File: src/rtl/rv32_data_bus_router.sv
// rv32_data_bus_router
//   Purpose : decodes each M-stage data access to local memory (zero latency),
//             one of NUM_SLAVES Wishbone-classic peripherals (multi-cycle,
//             stalls the pipeline) or an unmapped-address error response.
//   Latency : MEM/ERR add no cycles; a peripheral access takes launch + wait
//             cycles + ack + DONE = 3 cycles minimum.
//   Backpressure : stall_o holds F/D/E/M/W from launch until the DONE cycle.
//   Ports   : clk_i/rst_i (async active-high); req_* M-stage request;
//             stall_o, rdata_o, err_o back to the core; mem_we_o to local
//             memory; wb_* per-slave Wishbone-classic master channel.
//   Option  : define RV32_BUS_TIMEOUT_EN to abort a BUSY access after
//             TIMEOUT_CYCLES cycles without ack (err_o in DONE).
module rv32_data_bus_router #(
  parameter int         NUM_SLAVES     = 4,
  parameter logic [3:0] PERIPH_REGION  = 4'h2,
  parameter int         SLAVE_LSB      = 16,
  parameter int         TIMEOUT_CYCLES = 255
) (
  input  logic                     clk_i,
  input  logic                     rst_i,
  input  logic                     req_valid_i,
  input  logic [3:0]               req_we_i,
  input  logic [31:0]              req_addr_i,
  input  logic [31:0]              req_wdata_i,
  output logic                     stall_o,
  output logic [31:0]              rdata_o,
  output logic                     err_o,
  output logic [3:0]               mem_we_o,
  output logic [NUM_SLAVES-1:0]    wb_cyc_o,
  output logic [NUM_SLAVES-1:0]    wb_stb_o,
  output logic                     wb_we_o,
  output logic [3:0]               wb_sel_o,
  output logic [31:0]              wb_adr_o,
  output logic [31:0]              wb_dat_o,
  input  logic [32*NUM_SLAVES-1:0] wb_dat_i,
  input  logic [NUM_SLAVES-1:0]    wb_ack_i
);

  localparam int IDX_W = (NUM_SLAVES > 1) ? $clog2(NUM_SLAVES) : 1;
  // Whole field between the slave LSB and the region nibble; an index that
  // does not fit NUM_SLAVES (e.g. 5 with 4 slaves) must decode as an error
  // rather than alias onto a real slave through the low index bits.
  localparam int FLD_W = 28 - SLAVE_LSB;

`ifdef RV32_BUS_TIMEOUT_EN
  localparam int CNT_RAW = $clog2(TIMEOUT_CYCLES + 1);
  localparam int CNT_W   = (CNT_RAW < 8) ? 8 : ((CNT_RAW > 16) ? 16 : CNT_RAW);
`endif

  typedef enum logic [1:0] {
    ST_IDLE = 2'd0,
    ST_BUSY = 2'd1,
    ST_DONE = 2'd2
  } state_e;

  // ---------------------------------------------------------------------------
  // Address decode (combinational)
  // ---------------------------------------------------------------------------
  logic [FLD_W-1:0] slv_field;
  logic [IDX_W-1:0] req_idx;
  logic             is_mem;
  logic             is_per;
  logic             is_err;

  assign slv_field = req_addr_i[27:SLAVE_LSB];
  assign req_idx   = IDX_W'(slv_field);
  assign is_mem    = (req_addr_i[31:29] == 3'b000);
  assign is_per    = (req_addr_i[31:28] == PERIPH_REGION) &&
                     (32'(slv_field) < 32'(NUM_SLAVES));
  assign is_err    = !is_mem && !is_per;

  // ---------------------------------------------------------------------------
  // State and latches
  // ---------------------------------------------------------------------------
  state_e                state_q, state_d;
  logic [NUM_SLAVES-1:0] cyc_q, cyc_d;
  logic [IDX_W-1:0]      slv_q, slv_d;
  logic [31:0]           adr_q, adr_d;
  logic [31:0]           dat_q, dat_d;
  logic [3:0]            sel_q, sel_d;
  logic [31:0]           rdata_q, rdata_d;
  logic                  done_err;

`ifdef RV32_BUS_TIMEOUT_EN
  logic [CNT_W-1:0]      cnt_q, cnt_d;
  logic                  to_err_q, to_err_d;
  assign done_err = to_err_q;
`else
  assign done_err = 1'b0;
`endif

  // Only the latched target's ack/data are ever looked at.
  logic                  sel_ack;
  logic [31:0]           sel_dat;
  logic [NUM_SLAVES-1:0] launch_cyc;

  always_comb begin
    sel_ack    = 1'b0;
    sel_dat    = 32'h0;
    launch_cyc = '0;
    for (int i = 0; i < NUM_SLAVES; i++) begin
      if (slv_q == IDX_W'(i)) begin
        sel_ack = wb_ack_i[i];
        sel_dat = wb_dat_i[32*i +: 32];
      end
      launch_cyc[i] = (req_idx == IDX_W'(i));
    end
  end

  always_ff @(posedge clk_i or posedge rst_i) begin
    if (rst_i) begin
      state_q  <= ST_IDLE;
      cyc_q    <= '0;
      slv_q    <= '0;
      adr_q    <= 32'h0;
      dat_q    <= 32'h0;
      sel_q    <= 4'h0;
      rdata_q  <= 32'h0;
`ifdef RV32_BUS_TIMEOUT_EN
      cnt_q    <= '0;
      to_err_q <= 1'b0;
`endif
    end else begin
      state_q  <= state_d;
      cyc_q    <= cyc_d;
      slv_q    <= slv_d;
      adr_q    <= adr_d;
      dat_q    <= dat_d;
      sel_q    <= sel_d;
      rdata_q  <= rdata_d;
`ifdef RV32_BUS_TIMEOUT_EN
      cnt_q    <= cnt_d;
      to_err_q <= to_err_d;
`endif
    end
  end

  // ---------------------------------------------------------------------------
  // Next-state logic
  // ---------------------------------------------------------------------------
  always_comb begin
    state_d  = state_q;
    cyc_d    = cyc_q;
    slv_d    = slv_q;
    adr_d    = adr_q;
    dat_d    = dat_q;
    sel_d    = sel_q;
    rdata_d  = rdata_q;
`ifdef RV32_BUS_TIMEOUT_EN
    cnt_d    = cnt_q;
    to_err_d = to_err_q;
`endif

    case (state_q)
      ST_IDLE: begin
        if (req_valid_i && is_per) begin
          adr_d    = req_addr_i;
          dat_d    = req_wdata_i;
          sel_d    = req_we_i;
          slv_d    = req_idx;
          cyc_d    = launch_cyc;
          rdata_d  = 32'h0;
`ifdef RV32_BUS_TIMEOUT_EN
          cnt_d    = '0;
          to_err_d = 1'b0;
`endif
          state_d  = ST_BUSY;
        end
      end

      ST_BUSY: begin
        // An ack arriving in the timeout cycle takes priority over the abort.
        if (sel_ack) begin
          rdata_d = sel_dat;
          cyc_d   = '0;
          state_d = ST_DONE;
        end
`ifdef RV32_BUS_TIMEOUT_EN
        else if (cnt_q == CNT_W'(TIMEOUT_CYCLES - 1)) begin
          rdata_d  = 32'h0;
          cyc_d    = '0;
          to_err_d = 1'b1;
          state_d  = ST_DONE;
        end else begin
          cnt_d = cnt_q + CNT_W'(1);
        end
`endif
      end

      // The core advances at this edge; the request still on the bus is the
      // one just served, so it is never relaunched from here.
      ST_DONE: begin
        state_d = ST_IDLE;
      end

      default: begin
        state_d = ST_IDLE;
      end
    endcase
  end

  // ---------------------------------------------------------------------------
  // Outputs. Combinational outputs are gated by rst_i so the core sees a quiet
  // bus for the whole reset window, even while it keeps presenting a request.
  // ---------------------------------------------------------------------------
  assign stall_o  = !rst_i &&
                    (((state_q == ST_IDLE) && req_valid_i && is_per) ||
                     (state_q == ST_BUSY));
  assign mem_we_o = (!rst_i && req_valid_i && is_mem) ? req_we_i : 4'h0;
  assign err_o    = !rst_i &&
                    (((state_q == ST_IDLE) && req_valid_i && is_err) ||
                     ((state_q == ST_DONE) && done_err));
  assign rdata_o  = (!rst_i && (state_q == ST_DONE)) ? rdata_q : 32'h0;

  assign wb_cyc_o = cyc_q;
  assign wb_stb_o = cyc_q;
  assign wb_we_o  = |sel_q;
  assign wb_sel_o = sel_q;
  assign wb_adr_o = adr_q;
  assign wb_dat_o = dat_q;

endmodule

File: config.mk
export PLATFORM = sky130hd
export DESIGN_NAME = rv32_data_bus_router
export DESIGN_NICKNAME = d
export VERILOG_FILES = /design/src/rtl/rv32_data_bus_router.sv
export SDC_FILE = /design/constraint.sdc
export NUM_CORES = 1
export LEC_CHECK = 0
export CORE_AREA = 2 2 124 126
export DETAILED_ROUTE_END_ITERATION = 12
export DIE_AREA = 0 0 126 128
export PLACE_DENSITY = 0.77
export SLEW_MARGIN = 40
export SYNTH_ARGS = -nofsm -noshare
export SYNTH_HDL_FRONTEND = slang
export SYNTH_SLANG_ARGS = --single-unit
File: constraint.sdc
create_clock -name clk_i -period 4.17 [get_ports clk_i]
set_input_delay 0.417 -clock clk_i [delete_from_list [all_inputs] [get_ports clk_i]]
set_output_delay 0.417 -clock clk_i [all_outputs]
set_load 0.02 [all_outputs]
# After elaboration in Yosys (flattened, before gate mapping)
# Index checks and enable logic that the tools add are counted.
# Widths: inputs -> output; s select.
# word_totals
regBits	108
inputBits	203
out_inout_bits	115
elab_cells	62
# op_classes
n_lt_le_gt_ge	1
n_eq_ne	11
n_mux	19
n_reduce_logical	24
# ops
op	n
$mux 32	7
$pmux 32 s2	1
$lt 12x3->1 const B	1
$mux 4	3
$logic_and 1x1->1	11
$eq 2x2->1 const B	5
$pmux 4 s2	1
$eq 2x1->1 const B	3
$logic_not 2->1	3
$eq 4x2->1 const B	1
$mux 1	4
$mux 2	2
$ne 2x2->1 const B	2
$pmux 2 s2	1
$reduce_and 2->1	2
$reduce_or 4->1	1
$logic_not 1->1	3
$logic_not 3->1	1
$reduce_and 3->1	1
$reduce_bool 2->1	1
$logic_or 1x1->1	1

# Longest topological paths before layout
# Gate-level depths: netlist of run 1.
# logic_depth
ltp_word	7
mapped_depth	6

# Least setup slack after synthesis of run 1
# No wires, ideal clock.
# synth_timing
kind	input to output
from	in rst_i
to	out stall_o
t_arrival_ns	3.078
required_time_ns	3.753
path_slack_ns	0.675
stages	2
n_path_buf	0
path_cell_list	inv_1 > and2_1
# synth_between
elab_chain_len	2
# synth_rtl
element	line	source
start: declaration	20	input logic rst_i,
$logic_not 1->1	206	assign stall_o = !rst_i &&
$logic_and 1x1->1	206	
end: declaration	25	output logic stall_o,
# Every way passes these cells.

# Final worst setup path of run 1
# layout_timing
from	in req_addr_i[28]
to	out stall_o
# layout_between
elab_chain_len	5
# layout_rtl
element	line	source
start: declaration	23	input logic [31:0] req_addr_i,
$eq 4x2->1	68	assign is_per = (req_addr_i[31:28] == PERIPH_REGION) &&
$logic_and 1x1->1	68	
$logic_and 1x1->1	207	(((state_q == ST_IDLE) && req_valid_i && is_per) ||
$logic_or 1x1->1	207	
$logic_and 1x1->1	206	
# Every way passes these cells.

==> flow_summary_export.csv, run 1 <==
group,metric,value,unit
sta,fmax,356,MHz
worst_setup_path,crit_arrival,2.39,ns
synth,syn_nets,582,
layout,final_net_count,886,
worst_setup_path,path_buf_inv,2,
grt,grt_pass1_wl,23.8,mm
worst_setup_path,critPathMaxStageDelay,0.61,ns
layout,fillers,1188,
power,p_leak,3.64,nW
grt,grt.total_usage,18.6,%
worst_setup_path,endpoint_kind,"output pin",
floorplan,die_w,126,um
worst_setup_path,path_cells,"clkdlybuf4s50_1 > nor4_1 > nand3_1 > o21ai_0 > and2_1 > clkdlybuf4s50_1",
floorplan,dieArea,0.0161,mm2
drt,totalWireLength,15.1,mm
synth,synthTopCellsByArea,"dfrtp_1 (51%), mux4_2 (14%), mux2_2 (12%)",
synth,ys_ff_latch,106,
layout,seqCellArea,0.00265,mm2
sta,post-route-period-util,67.4,%
floorplan,start_util,34.8,%
sta,timing.setup.tns,0,ns
layout,multi_input_area,0.00232,mm2
layout,syn2layout_area_growth,69.1,%
worst_setup_path,slowest_stage,"clkdlybuf4s50_1",
drt,drc,0,
sta,timing.final.max_slew_violations,0,
sta,fin_hold_ws,0.490,ns
synth,synth.distinct_cells,29,
worst_setup_path,critPathTopFamily,"buffers and inverters",
sta,tightest_slew,0.676,ns
cts,post_cts_buffers,0,
worst_setup_path,critPathKind,"input pin to output pin",
synth,synth_top_area_share,51.3,%
synth,yosysWarnings,0,
power,peakVddDrop,0.000160,V
cts,htreeDepth,3,
floorplan,core_area,0.0149,mm2
flow_run,maxCapViolations,0,
drt,drtAntennaViolNets,0,
cts,cts_tree,"done",
sta,finalSetupViolations,0,
layout,final_cell_mix,"clkdlybuf4s50_1 (317), dfrtp_1 (105), mux2_2 (54), nand2_1 (39), and2_1 (38)",
drt,drt_iter0_markers,140,
synth,syn_area,0.00517,mm2
drt,avgRoutedWirePerCell,17.2,um
worst_setup_path,required,3.75,ns
worst_setup_path,critPathMaxFanout,4,
cts,clk_latency,0.34,ns
sta,skew,0.00571,ns
placement,dp_hpwl,12.0,mm
cts,path_clk_slew,0.07,ns
drt,viasPerCell,4.90,
sta,fin_crit,2.81,ns
cts,clkSinkCount,106,
drt,dr_total_vias,4293,
cts,cts-root-buf,"clkbuf_16",
synth,avgSynthCellArea,13.6,um2
layout,final_common_cell,"clkdlybuf4s50_1",
placement,gp_congestion,0.798,
cts,cts_buffer_depth,2,
grt,antenna_found_initial,0,
floorplan,io_pins,318,
floorplan,num_rows,45,
cts,post_cts_resized,0,
grt,overflow,0,
synth,synth_cells,379,
power,powerDensity,241,mW/mm2
worst_setup_path,critPathMostFrequentCell,"clkdlybuf4s50_1",
synth,seq_area_frac_synth,51.3,%
cts,numCtsBuffers,9,
layout,drive_gt1_share,17.2,%
cts,holdBufCountCts,0,
sta,max_slew_margin,54.7,%
layout,num_antenna_cells,0,
worst_setup_path,start_kind,"input pin",
placement,port_buffers,317,
synth,synth_area_leader_cell,"dfrtp_1",
grt,grt_max_degree,67,
sta,rsz0062_at_grt,"no",
floorplan,die_y,128,um
grt,grt_pass1_vias,4646,
min_path,hold_path_class,"flop to flop",
sta,hold_viol,0,
drt,dr.pass1.iters,4,
status,outcome,"finished, final reports clean",
layer usage:
metal  routed length [um]  vias to the layer above  global-route usage (%)
met2                 7670                      228                    33.2
met1                 5800                     2053                    21.6
met3                 1170                       27                    4.09
li1                     -                     1985                       -
met5                    0                        -                       0
met4                  419                        0                    7.76
state kept, by name (all words and copies together), names as in the netlist:
signal / cells
wb_dat_o: 32
wb_adr_o: 31
state_q: 2
rdata_q: 32
wb_cyc_o: 4
slv_q: 1
wb_sel_o: 4
final timing paths:
check,start,cells past startpoint,endpoint,slack [ns]
worst max-delay path,req_addr_i[28],6,stall_o,1.36
worst min-delay path,wb_adr_o[29],1,wb_adr_o[29],0.49
worst max register to register,wb_adr_o[17],5,rdata_q[23],1.67
worst min register to register,wb_adr_o[29],1,wb_adr_o[29],0.49
max in group asynchronous,rst_i,3,slv_q[0],2.65
min in group asynchronous,rst_i,2,wb_dat_o[19],0.54
report_power, final:
part / internal (mW) / leakage [nW] / switching, mW
clock: 0.436 / 0.146 / 0.389
combinational: 0.193 / 2.01 / 0.0628
sequential: 1.03 / 1.48 / 0.000571
total: 1.66 / 3.64 / 0.452
cell usage after synthesis:
cell	n
mux2i_1	6
and2_1	38
mux2_2	54
nor4_1	2
nor2_1	4
nor2b_1	15
nand3_1	2
buf_4	5
nand4b_1	1
o21ai_0	1
nand2_2	1
nand2b_1	3
clkbuf_1	10
mux2_1	1
or4_1	1
and3_1	1
inv_1	2
nand2_1	39
nor3_4	1
dfrtp_1	106
a21o_1	1
o2bb2ai_1	32
buf_6	6
or2_2	2
mux4_2	33
nor3_1	1
buf_1	1
buf_2	9
a21oi_1	1
kinds of logic (layout without fill, tap and decap cells):
kind of cell | count (synthesis) | count (layout) | synth area share [%]
simple gates | 111 | 111 | 11.5
flops | 106 | 106 | 51.3
mux | 94 | 94 | 27.5
compound gates | 35 | 35 | 5.76
buf+inv | 33 | 342 | 3.85
layout make-up:
type                            instances  share of cell area (%)
Timing Repair Buffer                  324                    36.9
Tap cell                              188                    2.69
Clock inverter                          6                   0.630
Inverter                                2                   0.114
Sequential cell                       106                    30.4
Clock buffer                           10                    2.73
Multi-Input combinational cell        240                    26.5
through the flow:
| step | instance area, um2 | setup WS [ns] | utilization (%) | total power [mW] | cells |
|---|---|---|---|---|---|
| 2_1_floorplan | 5170 | 0.675 | - | 1.10 | 379 |
| 3_3_place_gp | 8440 | 1.26 | 56.8 | 1.30 | 860 |
| 3_5_place_dp | 8440 | 1.32 | 56.8 | 1.31 | 860 |
| 4_1_cts | 8740 | 1.32 | 58.8 | 2.15 | 876 |
| 5_1_grt | 8740 | 1.19 | 58.8 | 2.21 | 876 |
| 6_report | 8740 | 1.36 | 58.8 | 2.11 | 876 |
Note: power is estimated with default switching activity, not from simulation.
==> run 2, diff against run 1 <==
--- a/config.mk
+++ b/config.mk
@@ -5,10 +5,9 @@
 export SDC_FILE = /design/constraint.sdc
 export NUM_CORES = 1
 export LEC_CHECK = 0
-export CORE_AREA = 2 2 124 126
+export CORE_UTILIZATION = 34
 export DETAILED_ROUTE_END_ITERATION = 12
-export DIE_AREA = 0 0 126 128
-export PLACE_DENSITY = 0.77
+export PLACE_DENSITY = 0.78
 export SLEW_MARGIN = 40
 export SYNTH_ARGS = -nofsm -noshare
 export SYNTH_HDL_FRONTEND = slang
==> constraint.sdc (replaced) <==
create_clock -name clk_i -period 2.37 [get_ports clk_i]
set_input_delay 0.237 -clock clk_i [delete_from_list [all_inputs] [get_ports clk_i]]
set_output_delay 0.237 -clock clk_i [all_outputs]
set_load 0.02 [all_outputs]
==> run 2 against run 1 <==
  * The flow now finishes with violations (design-rule violations)
  * Total power up 76%
  * Combinational power grew 78%
  * Wire length down 0.74%
  * Critical path depth down 1
  * Largest power group unchanged
  * Highest routed layer unchanged
==> flow_summary_export.csv, run 2 (synthesis results as in run 1) <==
group,metric,value,unit
sta,max_slew_margin,63.5,%
layout,final_net_count,896,
drt,drt_iter0_markers,214,
sta,finalSetupViolations,0,
cts,clk_latency,0.34,ns
worst_setup_path,path_cells,"clkdlybuf4s50_1 > nor2_1 > and3_1 > and2_1 > clkdlybuf4s50_1",
cts,path_clk_slew,0.07,ns
floorplan,num_rows,44,
cts,cts_tree,"done",
worst_setup_path,critPathMaxFanout,4,
sta,rsz0062_at_grt,"no",
worst_setup_path,crit_path_end,"mem_we_o[0]",
placement,dp_hpwl,11.8,mm
drt,drc,20,
worst_setup_path,critPathMaxStageDelay,0.60,ns
sta,timing.final.max_slew_violations,0,
sta,tightest_slew,0.548,ns
layout,fillers,1152,
flow_run,maxCapViolations,0,
floorplan,io_pins,318,
worst_setup_path,critPathMostFrequentCell,"clkdlybuf4s50_1",
layout,drive_gt1_share,18.2,%
grt,overflow,0,
layout,syn2layout_area_growth,73.1,%
cts,numCtsBuffers,9,
grt,grt_pass1_wl,24.2,mm
sta,hold_viol,0,
cts,cts_buffer_depth,2,
worst_setup_path,r2r_slack,0.52,ns
drt,dr.pass1.iters,10,
worst_setup_path,reg2reg_from,"state_q[1]",
drt,dr_total_vias,4330,
drt,drtAntennaViolNets,0,
grt,antenna_found_initial,0,
floorplan,die_w,125,um
grt,grt_max_degree,107,
worst_setup_path,crit_arrival,1.93,ns
cts,cts-root-buf,"clkbuf_16",
drt,avgRoutedWirePerCell,16.9,um
drt,totalWireLength,14.9,mm
worst_setup_path,critPathKind,"input pin to output pin",
drt,viasPerCell,4.91,
power,peakVddDrop,0.000301,V
sta,fmax,462,MHz
layout,num_antenna_cells,0,
status,violations,"design-rule violations",
worst_setup_path,crit_start,"req_addr_i[30]",
sta,fin_crit,2.17,ns
worst_setup_path,endpoint_kind,"output pin",
worst_setup_path,start_kind,"input pin",
floorplan,start_util,35.2,%
floorplan,core_area,0.0147,mm2
power,finalPower,3.72,mW
worst_setup_path,r2r_end,"wb_adr_o[6]",
power,powerDensity,416,mW/mm2
placement,port_buffers,317,
floorplan,die_y,125,um
layout,final_common_cell,"clkdlybuf4s50_1",
power,p_leak,4.28,nW
status,outcome,"complete, but fails checks",
min_path,hold_path_class,"flop to flop",
worst_setup_path,r2r_cells,6,
grt,grt.total_usage,19.7,%
placement,gp_congestion,0.804,
cts,htreeDepth,3,
sta,skew,0.00441,ns
layout,fin_util,60.9,%
worst_setup_path,slowest_stage,"clkdlybuf4s50_1",
layout,final_cell_mix,"clkdlybuf4s50_1 (283), dfrtp_1 (105), mux2_2 (54), nand2_1 (39), and2_1 (38)",
worst_setup_path,required,2.13,ns
cts,clkSinkCount,106,
floorplan,dieArea,0.0157,mm2
sta,post-route-period-util,91.4,%
grt,grt_pass1_vias,4614,
-- run 2: area by class of cell --
type | count | area (um2) | area share [%]
Sequential cell | 106 | 2650 | 29.7
Inverter | 2 | 11.3 | 0.126
Multi-Input combinational cell | 240 | 2330 | 26.0
Clock buffer | 12 | 256 | 2.87
Tap cell | 184 | 230 | 2.57
Clock inverter | 4 | 33.8 | 0.378
Timing Repair Buffer | 334 | 3430 | 38.4
-- run 2: metal layers --
layer	GRT usage, %	wire, um	share of wire, %
met3	5.18	1120	7.5
met2	36.8	8090	54
met4	7.60	291	1.9
met1	21.1	5440	36
met5	0	0	0
-- run 2: through the flow --
stage / hold WS (ns) / TNS, ns / std cells / area [um2] / setup WS (ns)
floorplan: 0.372 / -0.105 / 379 / 5170 / -0.105
global placement: 0.456 / -8.11 / 866 / 8580 / -0.148
detailed placement: 0.481 / -7.83 / 866 / 8580 / -0.152
CTS: 0.487 / 0 / 882 / 8870 / 0.00298
global route: 0.492 / 0 / 882 / 8940 / 0.104
finish: 0.480 / 0 / 882 / 8940 / 0.205
-- run 2: worst min path at each step --
stage / end / depth (start not counted) / startpoint
2_1_floorplan: slv_q[0] / 1 / req_addr_i[16]
3_3_place_gp: wb_adr_o[29] / 1 / wb_adr_o[29]
3_5_place_dp: wb_adr_o[29] / 1 / wb_adr_o[29]
4_1_cts: wb_dat_o[7] / 2 / req_wdata_i[7]
5_1_grt: wb_dat_o[31] / 2 / req_wdata_i[31]
6_report: wb_adr_o[29] / 1 / wb_adr_o[29]
-- run 2: report_power, final --
group / internal [mW] / total (mW) / switching [mW]
clock network: 0.783 / 1.45 / 0.671
logic: 0.344 / 0.456 / 0.112
registers: 1.81 / 1.81 / 0.00108
-- run 2: what timing repair did --
item,4_1_cts,5_1_grt
hold buffers,0,0
setup endpoints to repair,4,30
resized for setup,5,30
cloned,0,0
setup buffers,0,0
-- run 2: critical path: cells and delay by family --
family,cells,cell delay [ns]
simple gates,3,0.69
buf+inv,2,0.99
==> run 3, diff against run 2 <==
--- a/config.mk
+++ b/config.mk
@@ -5,6 +5,7 @@
 export SDC_FILE = /design/constraint.sdc
 export NUM_CORES = 1
 export LEC_CHECK = 0
+export CAP_MARGIN = 25
 export CORE_UTILIZATION = 34
 export DETAILED_ROUTE_END_ITERATION = 12
 export PLACE_DENSITY = 0.78
==> results of run 3 <==
No change in the layout: final DEF, timing and power equal those of run 2.
